### src/rtl/led_trail_pwm.sv
// Comet-tail LED driver: one brightness register per LED, reloaded by the head,
// decayed on each step tick and rendered through a shared free-running PWM counter.
module led_trail_lane #(
  parameter int BRIGHT_W = 4,
  parameter int DECAY    = 4
) (
  input  logic                gclk,
  input  logic                grst_n,
  input  logic                i_step,
  input  logic                i_head,
  input  logic                i_en,
  input  logic [BRIGHT_W-1:0] i_pwm_cnt,
  output logic                o_led
);
  localparam logic [BRIGHT_W-1:0] BMAX = '1;
  localparam logic [BRIGHT_W-1:0] DEC  = BRIGHT_W'(DECAY);

  logic [BRIGHT_W-1:0] r_b;
  logic                r_led;
  logic [BRIGHT_W-1:0] w_b_dec;

  // Saturating decay: never wraps below zero.
  assign w_b_dec = (r_b >= DEC) ? (r_b - DEC) : '0;

  always_ff @(posedge gclk or negedge grst_n) begin
    if (!grst_n) begin
      r_b   <= '0;
      r_led <= 1'b0;
    end else begin
      // Compare uses pre-edge brightness, so a new level shows one edge later.
      r_led <= i_en & (i_pwm_cnt < r_b);
      if (i_step) r_b <= i_head ? BMAX : w_b_dec;
    end
  end

  assign o_led = r_led;
endmodule

module led_trail_pwm #(
  parameter int NUM_LEDS = 10,
  parameter int BRIGHT_W = 4,
  parameter int DECAY    = 4
) (
  input  logic                CLOCK_50,
  input  logic                reset_n,
  input  logic                step_tick,
  input  logic [NUM_LEDS-1:0] pos_onehot,
  input  logic                enable,
  output logic [NUM_LEDS-1:0] LEDR,
  output logic                err_multi
);
  localparam logic [BRIGHT_W-1:0] PWM_LAST = BRIGHT_W'((1 << BRIGHT_W) - 2);

  logic [BRIGHT_W-1:0] r_pwm_cnt;
  logic                r_err_multi;
  logic                w_multi;

  // Clearing the lowest set bit leaves something only if two or more were set.
  assign w_multi = |(pos_onehot & (pos_onehot - NUM_LEDS'(1)));

  always_ff @(posedge CLOCK_50 or negedge reset_n) begin
    if (!reset_n) begin
      r_pwm_cnt   <= '0;
      r_err_multi <= 1'b0;
    end else begin
      r_pwm_cnt <= (r_pwm_cnt == PWM_LAST) ? '0 : r_pwm_cnt + 1'b1;
      if (step_tick && w_multi) r_err_multi <= 1'b1;
    end
  end

  genvar gi;
  generate
    for (gi = 0; gi < NUM_LEDS; gi++) begin : g_lane
      led_trail_lane #(
        .BRIGHT_W (BRIGHT_W),
        .DECAY    (DECAY)
      ) u_lane (
        .gclk      (CLOCK_50),
        .grst_n    (reset_n),
        .i_step    (step_tick),
        .i_head    (pos_onehot[gi]),
        .i_en      (enable),
        .i_pwm_cnt (r_pwm_cnt),
        .o_led     (LEDR[gi])
      );
    end
  endgenerate

  assign err_multi = r_err_multi;
endmodule

### config.mk
export PLATFORM = sky130hd
export DESIGN_NAME = led_trail_pwm
export DESIGN_NICKNAME = d
export VERILOG_FILES = /design/src/rtl/led_trail_pwm.sv
export SDC_FILE = /design/constraint.sdc
export NUM_CORES = 1
export LEC_CHECK = 0
export ABC_CLOCK_PERIOD_IN_PS = 1800
export BUFFER_PORTS_ARGS = -buffer_cell sky130_fd_sc_hd__buf_4
export CAP_MARGIN = 20
export CORE_MARGIN = 2
export CORE_UTILIZATION = 45
export CTS_CLUSTER_SIZE = 24
export DETAILED_ROUTE_END_ITERATION = 12
export GPL_TIMING_DRIVEN = 1
export PLACE_DENSITY = 0.74
export SYNTH_ARGS = -nofsm -noshare
export SYNTH_HDL_FRONTEND = slang
export SYNTH_SLANG_ARGS = --single-unit
export TNS_END_PERCENT = 10
### constraint.sdc
create_clock -name CLOCK_50 -period 1.8 [get_ports CLOCK_50]
set_input_delay 0.36 -clock CLOCK_50 [delete_from_list [all_inputs] [get_ports CLOCK_50]]
set_output_delay 0.36 -clock CLOCK_50 [all_outputs]
set_load 0.02 [all_outputs]
==> impl_summary.txt, run 1 <==
----------------------------------------------------
[Status]
  Result of the run ... finished clean

[Drt]
  Initial DRT Pass Iterations ... 4
  Number of DRC markers after the initial detailed-route iteration ... 113
  Final ANT Viol Nets ... 0
  Average wire length per cell after detail routing ... 12.4 µm
  Detailed-route via count ... 1986
  DRC violation count after routing ... 0
  Via/cell ratio ... 5.12
  Overall routed net length ... 4800 µm

[Die]
  Initial standard-cell utilization of the core ... 47.2%
  Die Outline Area ... 0.00651 mm²
  # IOs ... 25
  Die Span X ... 80.7 µm
  Num rows ... 27
  Height of the chip ... 80.7 µm
  Standard cell core area ... 0.00561 mm²

[Clocking]
  Clk slew on worst S/H paths ... 0.09 ns
  Number of sinks driven by the clock tree ... 45
  CTS tree ... done
  Cts hold-fix bufs ... 0
  Number of H-tree branching levels ... 2
  Clock Latency Late Sink ... approximately 0.30 ns
  Number of buffers on the longest clock path ... 2
  Root Buffer ... clkbuf_8
  Postcts setup bufs ... 0
  Number of buffers added by the clock tree synthesis step ... 5
  Total of cells resized after clock tree synthesis ... 0

[Timing]
  Final hold violation count ... 0
  # setup viols final ... 0
  Final max-slew violation count ... 0
  Setup repair after global routing missed its margin ... no
  Slew margin rel. ... between 50% and 60%
  Crit share post-route ... 90.4%
  Setup clock skew after layout ... around 0.0075 ns
  Final min period ... about 1.6 ns
  Final total negative setup slack ... 0 ns
  Achievable frequency ... just over 600 MHz
  Transition at the pin with the smallest max-transition slack ... ~0.6 ns
  Setup WS post-layout ... ~0.17 ns

[Logic synthesis]
  Synthesized netlist net count ... 343
  Post-synthesis area per instance ... 8.97 µm²
  Biggest area contributors in the synthesized netlist ... dfrtp_1, ha_1, o21ai_0, nand2_1, inv_1
  #FFs+latches synth ... 45
  Share of synthesized area occupied by flip-flops and latches ... 42.6%
  Yosys Warn Count ... 0
  Count of cell types in the netlist ... 26
  Share of the synthesized area in the top cell type ... 42.6%
  Synth Instances ... slightly below 300
  Summed instance area of the synthesized netlist ... 0.00265 mm²
  Most area-hungry cell type in the Yosys netlist ... dfrtp_1

[Power and ir drop]
  Final total power ... ~0.0023 W
  PwrDens ... 775 mW/mm²
  Part of the power in the clock network ... a little over a quarter
  Switch Pwr ... 0.000679 W
  Maximum ir drop on the vdd rail ... 350 µV
  Switching part of the total ... between 20% and 30%
  Relative contribution of combinational cells to total power ... 20.1%
  Pint ... 0.00160 W
  Proportion of power drawn by flip-flops and latches ... 52.6%
  Leakage power ... 1.51 nW

[Global route]
  Aggregate global routing overflow ... 0
  Global-route wire length before repair ... 8290 µm
  Initial antenna violation count ... 0
  Vias in the first global route ... 1826
  Largest net degree at the start of global routing ... 46
  All-layer global routing usage ... between 10% and 20%

[Critical path]
  Crit path launch type ... flip-flop
  Depth of the worst register-to-register path ... 5
  CP required ... approximately 2.0 ns
  Startpoint-to-endpoint class of the critical path ... reg2reg
  R2R Path Start ... r_pwm_cnt[1]
  Arrival time of the worst setup path ... ~1.8 ns
  Worst Setup End Kind ... flip-flop
  Worst R2R Setup Slack ... 0.17 ns
  Crit path max fanout ... 15
  CP Launch Point ... r_pwm_cnt[1]

[Placement]
  Routability congestion estimate from global placement ... 0.767
  Detailed placement HPWL ... between 3000 and 4000 µm
  IO buf count ... 24
  Worst slack at placement ... -0.0397 ns

[Final layout]
  Count of inserted antenna diode cells ... 0
  Fraction of layout instances using a drive strength above 1 ... between 10% and 20%
  Syn-to-layout area delta ... 11.0%
  Total number of nets in the final design ... 363

[Job]
  Max-cap violation count ... 0

[Min path]
  Hold Crit Class ... in2async

----------------------------------------------------
[synth_stat cells]
cell type / n
nor2_1: 12
nor3_1: 2
inv_1: 42
a2111oi_0: 2
nor4_1: 2
o22ai_1: 1
a22oi_1: 1
or2_2: 2
nor2b_1: 2
a21boi_0: 10
buf_4: 11
a22o_1: 2
ha_1: 34
a21oi_1: 22
or3_4: 1
a211oi_1: 1
nand2b_1: 1
o21ai_0: 37
clkbuf_1: 5
o41a_1: 1
and3b_1: 10
dfrtp_1: 45
a31oi_1: 1
nand2_1: 46
o31a_1: 1
mux2_2: 1
[logic make-up after synthesis]
| group | Yosys count | synth area share (%) |
|---|---|---|
| AO/OA/AOI/OAI | 79 | 17.1 |
| multiplexers | 1 | 0.426 |
| adder cells (fa/ha/maj) | 34 | 16.1 |
| AND/OR/NAND/NOR | 78 | 14.0 |
| flip-flops | 45 | 42.6 |
| buffers and inverters | 58 | 9.79 |
[layout make-up]
cell class	count	area (µm²)
timing repair buffer	29	218
fill	533	2670
tap	72	90.1
clock buffer	7	76.3
inverter	42	158
multi-input combinational	192	1260
clock inverter	1	7.51
sequential	45	1130
[per-stage QoR]
step	area (µm²)	hold WS, ns	utilization (%)	cells
global route	2940	0.0971	52.3	388
floorplan	2650	0.0644	-	295
detailed placement	2850	0.403	50.8	380
global placement	2850	0.401	50.8	380
finish	2940	0.0489	52.3	388
CTS	2940	0.0674	52.3	388
[flip-flops by register name (all words and copies together), names as in the netlist]
signal and count:
err_multi 1, g_lane.u_lane.o_led 10, g_lane.u_lane.r_b 30, r_pwm_cnt 4
[per-layer routing]
| metal | wire, µm | vias up | global-route usage (%) |
|---|---|---|---|
| li1 | - | 1014 | - |
| met4 | 114 | 0 | 7.80 |
| met5 | 0 | - | 0 |
| met2 | 2370 | 25 | 29.4 |
| met3 | 137 | 9 | 3.48 |
| met1 | 2180 | 938 | 19.6 |
[worst max-delay path, cell delays in order (launching register included)]
cell,delay [ns]
dfrtp_1,0.60
ha_1,0.38
o21ai_0,0.07
a21boi_0,0.19
o21ai_0,0.09
and3b_1,0.17
[final timing paths]
path | endpoint
worst min register to register | g_lane[7].u_lane.r_b[0]
min in group CLOCK_50 | g_lane[6].u_lane.r_b[3]
max in group asynchronous | g_lane[9].u_lane.r_b[0]
worst max-delay path | g_lane[9].u_lane.o_led
worst min-delay path | g_lane[2].u_lane.o_led
worst max register to register | g_lane[9].u_lane.o_led
[power by group through the flow]
stage / combinational, W / sequential, W / clock (W)
2_1_floorplan: 0.000339 / 0.00120 / 0
3_3_place_gp: 0.000444 / 0.00122 / 0
3_5_place_dp: 0.000465 / 0.00122 / 0
4_1_cts: 0.000467 / 0.00120 / 0.000648
5_1_grt: 0.000545 / 0.00122 / 0.000683
6_report: 0.000458 / 0.00120 / 0.000620
[cells in the final DEF, fill, tap and decap left out, types with 5 or more instances in the layout]
| master | count |
|---|---|
| o21ai_0 | 37 |
| inv_1 | 42 |
| clkbuf_8 | 5 |
| nand2_1 | 46 |
| nor2_1 | 12 |
| buf_4 | 29 |
| a21oi_1 | 22 |
| ha_1 | 34 |
| a21boi_0 | 10 |
| and3b_1 | 10 |
| dfrtp_1 | 45 |
Power figures use the tool's default switching activity.
==> run 2: changes to the inputs <==
--- a/config.mk
+++ b/config.mk
@@ -8,8 +8,9 @@
 export ABC_CLOCK_PERIOD_IN_PS = 1800
 export BUFFER_PORTS_ARGS = -buffer_cell sky130_fd_sc_hd__buf_4
 export CAP_MARGIN = 20
-export CORE_MARGIN = 2
+export CORE_ASPECT_RATIO = 1.5
 export CORE_UTILIZATION = 45
+export CTS_BUF_LIST = sky130_fd_sc_hd__clkbuf_8
 export CTS_CLUSTER_SIZE = 24
 export DETAILED_ROUTE_END_ITERATION = 12
 export GPL_TIMING_DRIVEN = 1
==> run 2 against run 1 <==
Clock power barely moved. First-iteration DRC count fell by 26%. Power is essentially flat. Global-route usage grew 1.3 points. Wire length is 2.3% higher. Critical path type unchanged. Largest power group unchanged.
==> impl_summary.txt, run 2 (synthesis gave the netlist of run 1 again) <==
----------------------------------------------------
[Critical path]
  Terminus of the critical flop-to-flop path ... g_lane[4].u_lane.o_led
  Worst R2R Setup Slack ... 0.24 ns (+0.06 ns)
  Crit path max fanout ... 15 (unchanged)
  R2R Path Start ... r_pwm_cnt[1]
  Crit path launch type ... flip-flop
  Arrival time of the worst setup path ... 1.75 ns (-0.06 ns)
  Startpoint-to-endpoint class of the critical path ... reg2reg
  Worst Setup End Kind ... flip-flop
  CP required ... 1.98 ns (about the same)
  Depth of the worst register-to-register path ... 5 (unchanged)

[Die]
  Die Outline Area ... 0.00619 mm² (-4.8%)
  Num rows ... 33 (+22%)
  # IOs ... 25 (unchanged)
  Standard cell core area ... 0.00557 mm² (-0.60%)
  Height of the chip ... 95.9 µm (+19%)
  Initial standard-cell utilization of the core ... 47.5% (+0.29 points)
  Die Span X ... 64.6 µm (-20%)

[Power and ir drop]
  Final total power ... 0.00228 W (about the same)
  Maximum ir drop on the vdd rail ... 428 µV (+22%)
  PwrDens ... 774 mW/mm² (-0.17%)
  Leakage power ... 1.52 nW (+0.80%)

[Clocking]
  Number of buffers on the longest clock path ... 2 (unchanged)
  Clock Latency Late Sink ... 0.30 ns (about the same)
  Root Buffer ... clkbuf_8
  Clk slew on worst S/H paths ... 0.09 ns (about the same)
  CTS tree ... done
  Postcts setup bufs ... 0 (unchanged)
  Number of sinks driven by the clock tree ... 45 (unchanged)
  Number of buffers added by the clock tree synthesis step ... 5 (unchanged)
  Number of H-tree branching levels ... 2 (unchanged)

[Drt]
  Average wire length per cell after detail routing ... 12.7 µm (+2.6%)
  Initial DRT Pass Iterations ... 4 (unchanged)
  Number of DRC markers after the initial detailed-route iteration ... 84 (-26%)
  Via/cell ratio ... 5.25 (+2.5%)
  Detailed-route via count ... 2030 (+2.2%)
  Final ANT Viol Nets ... 0 (unchanged)
  Overall routed net length ... 4910 µm (+2.3%)
  DRC violation count after routing ... 0 (unchanged)

[Timing]
  Setup clock skew after layout ... 0.00741 ns (-0.000104 ns)
  Transition at the pin with the smallest max-transition slack ... 0.570 ns (-0.0434 ns)
  Setup repair after global routing missed its margin ... no
  Final min period ... 1.56 ns (-0.0634 ns)
  Achievable frequency ... 640 MHz (+4.1%)
  Slew margin rel. ... 62.0% (+2.9 points)
  Crit share post-route ... 86.9% (-3.5 points)
  Final hold violation count ... 0 (unchanged)
  Final max-slew violation count ... 0 (unchanged)
  # setup viols final ... 0 (unchanged)

[Status]
  Result of the run ... finished clean

[Global route]
  Initial antenna violation count ... 0 (unchanged)
  Aggregate global routing overflow ... 0 (unchanged)
  Global-route wire length before repair ... 8570 µm (+3.3%)
  Vias in the first global route ... 1929 (+5.6%)
  All-layer global routing usage ... 18.2% (+1.3 points)
  Largest net degree at the start of global routing ... 46 (unchanged)

[Final layout]
  Fraction of layout instances using a drive strength above 1 ... 12.9% (+0.59 points)
  Total number of nets in the final design ... 364 (+0.28%)
  Commonest non-fill, non-tap cell in the layout ... nand2_1
  Largest Register ... g_lane.u_lane.r_b
  Syn-to-layout area delta ... 11.2%
  Post-route standard cell area excluding fillers ... 0.00294 mm² (+0.21%)
  Most frequent cells in the layout ... nand2_1, inv_1, dfrtp_1
  Flip-flop count of the largest register after layout ... 30 (unchanged)
  Fill cell count ... 529 (-0.75%)
  Count of inserted antenna diode cells ... 0 (unchanged)

[Placement]
  Routability congestion estimate from global placement ... 0.732 (-4.6%)
  Detailed placement HPWL ... 3430 µm (+1.0%)
  Total placed instance area ... 0.00286 mm² (+0.18%)
  IO buf count ... 24 (unchanged)

[Min path]
  Hold Crit Class ... in2async

[Job]
  Max-cap violation count ... 0 (unchanged)

----------------------------------------------------
## run 2: cell count changes in the layout (fill, tap and decap cells not counted), sizes merged
cell    before  now
buf         29   30
clkbuf       7    5
inv         42   44
## run 2: stage by stage
step                      setup TNS [ns]  setup WS [ns]  utilization [%]  hold slack (ns)  cells
after floorplan                        0          0.154                -           0.0644    295
after detailed placement         -0.0479        -0.0479             51.2            0.402    379
final                                  0          0.237             52.8           0.0423    387
after global routing                   0          0.100             52.8           0.0911    387
after CTS                              0          0.111             52.7           0.0754    387
after global placement           -0.0121        -0.0121             51.2            0.402    379
## run 2: metal layers
metal  up-vias  global-route usage, %  wire, µm
met1       956                   20.9      2150
met5         -                      0         0
met4         0                   8.70       136
met2        45                   32.0      2450
li1       1019                      -         -
met3        10                   3.55       171
## run 2: layout make-up
class	count	area (µm²)	area share [%]
Multi-Input combinational cell	192	1260	42.8
Tap cell	70	87.6	2.98
Inverter	42	158	5.36
Clock inverter	3	15.0	0.510
Sequential cell	45	1130	38.3
Clock buffer	5	68.8	2.34
Timing Repair Buffer	30	225	7.66
## run 2: timing repair
item / CTS / global route
setup endpoints to repair: 0 / 2
hold buffers: 0 / 0
gates resized for setup: 0 / 1
## run 2: worst max path at each step
stage,start,endpoint,cells past startpoint
finish,r_pwm_cnt[1],g_lane[4].u_lane.o_led,5
global placement,pos_onehot[2],err_multi,6
CTS,r_pwm_cnt[1],g_lane[4].u_lane.o_led,5
global route,r_pwm_cnt[1],g_lane[4].u_lane.o_led,5
detailed placement,pos_onehot[2],err_multi,6
floorplan,pos_onehot[2],err_multi,5
## run 2: power breakdown
group          internal, W  total [W]  switching (W)
Clock             0.000264   0.000617       0.000352
Combinational     0.000194   0.000463       0.000269
Sequential         0.00113    0.00120      0.0000687
## run 2: worst max-delay path, stage by stage (launching register included)
cell and delay, ns:
dfrtp_2 0.55, ha_1 0.33, o21ai_0 0.06, a21boi_0 0.20
o21ai_0 0.10, and3b_1 0.19
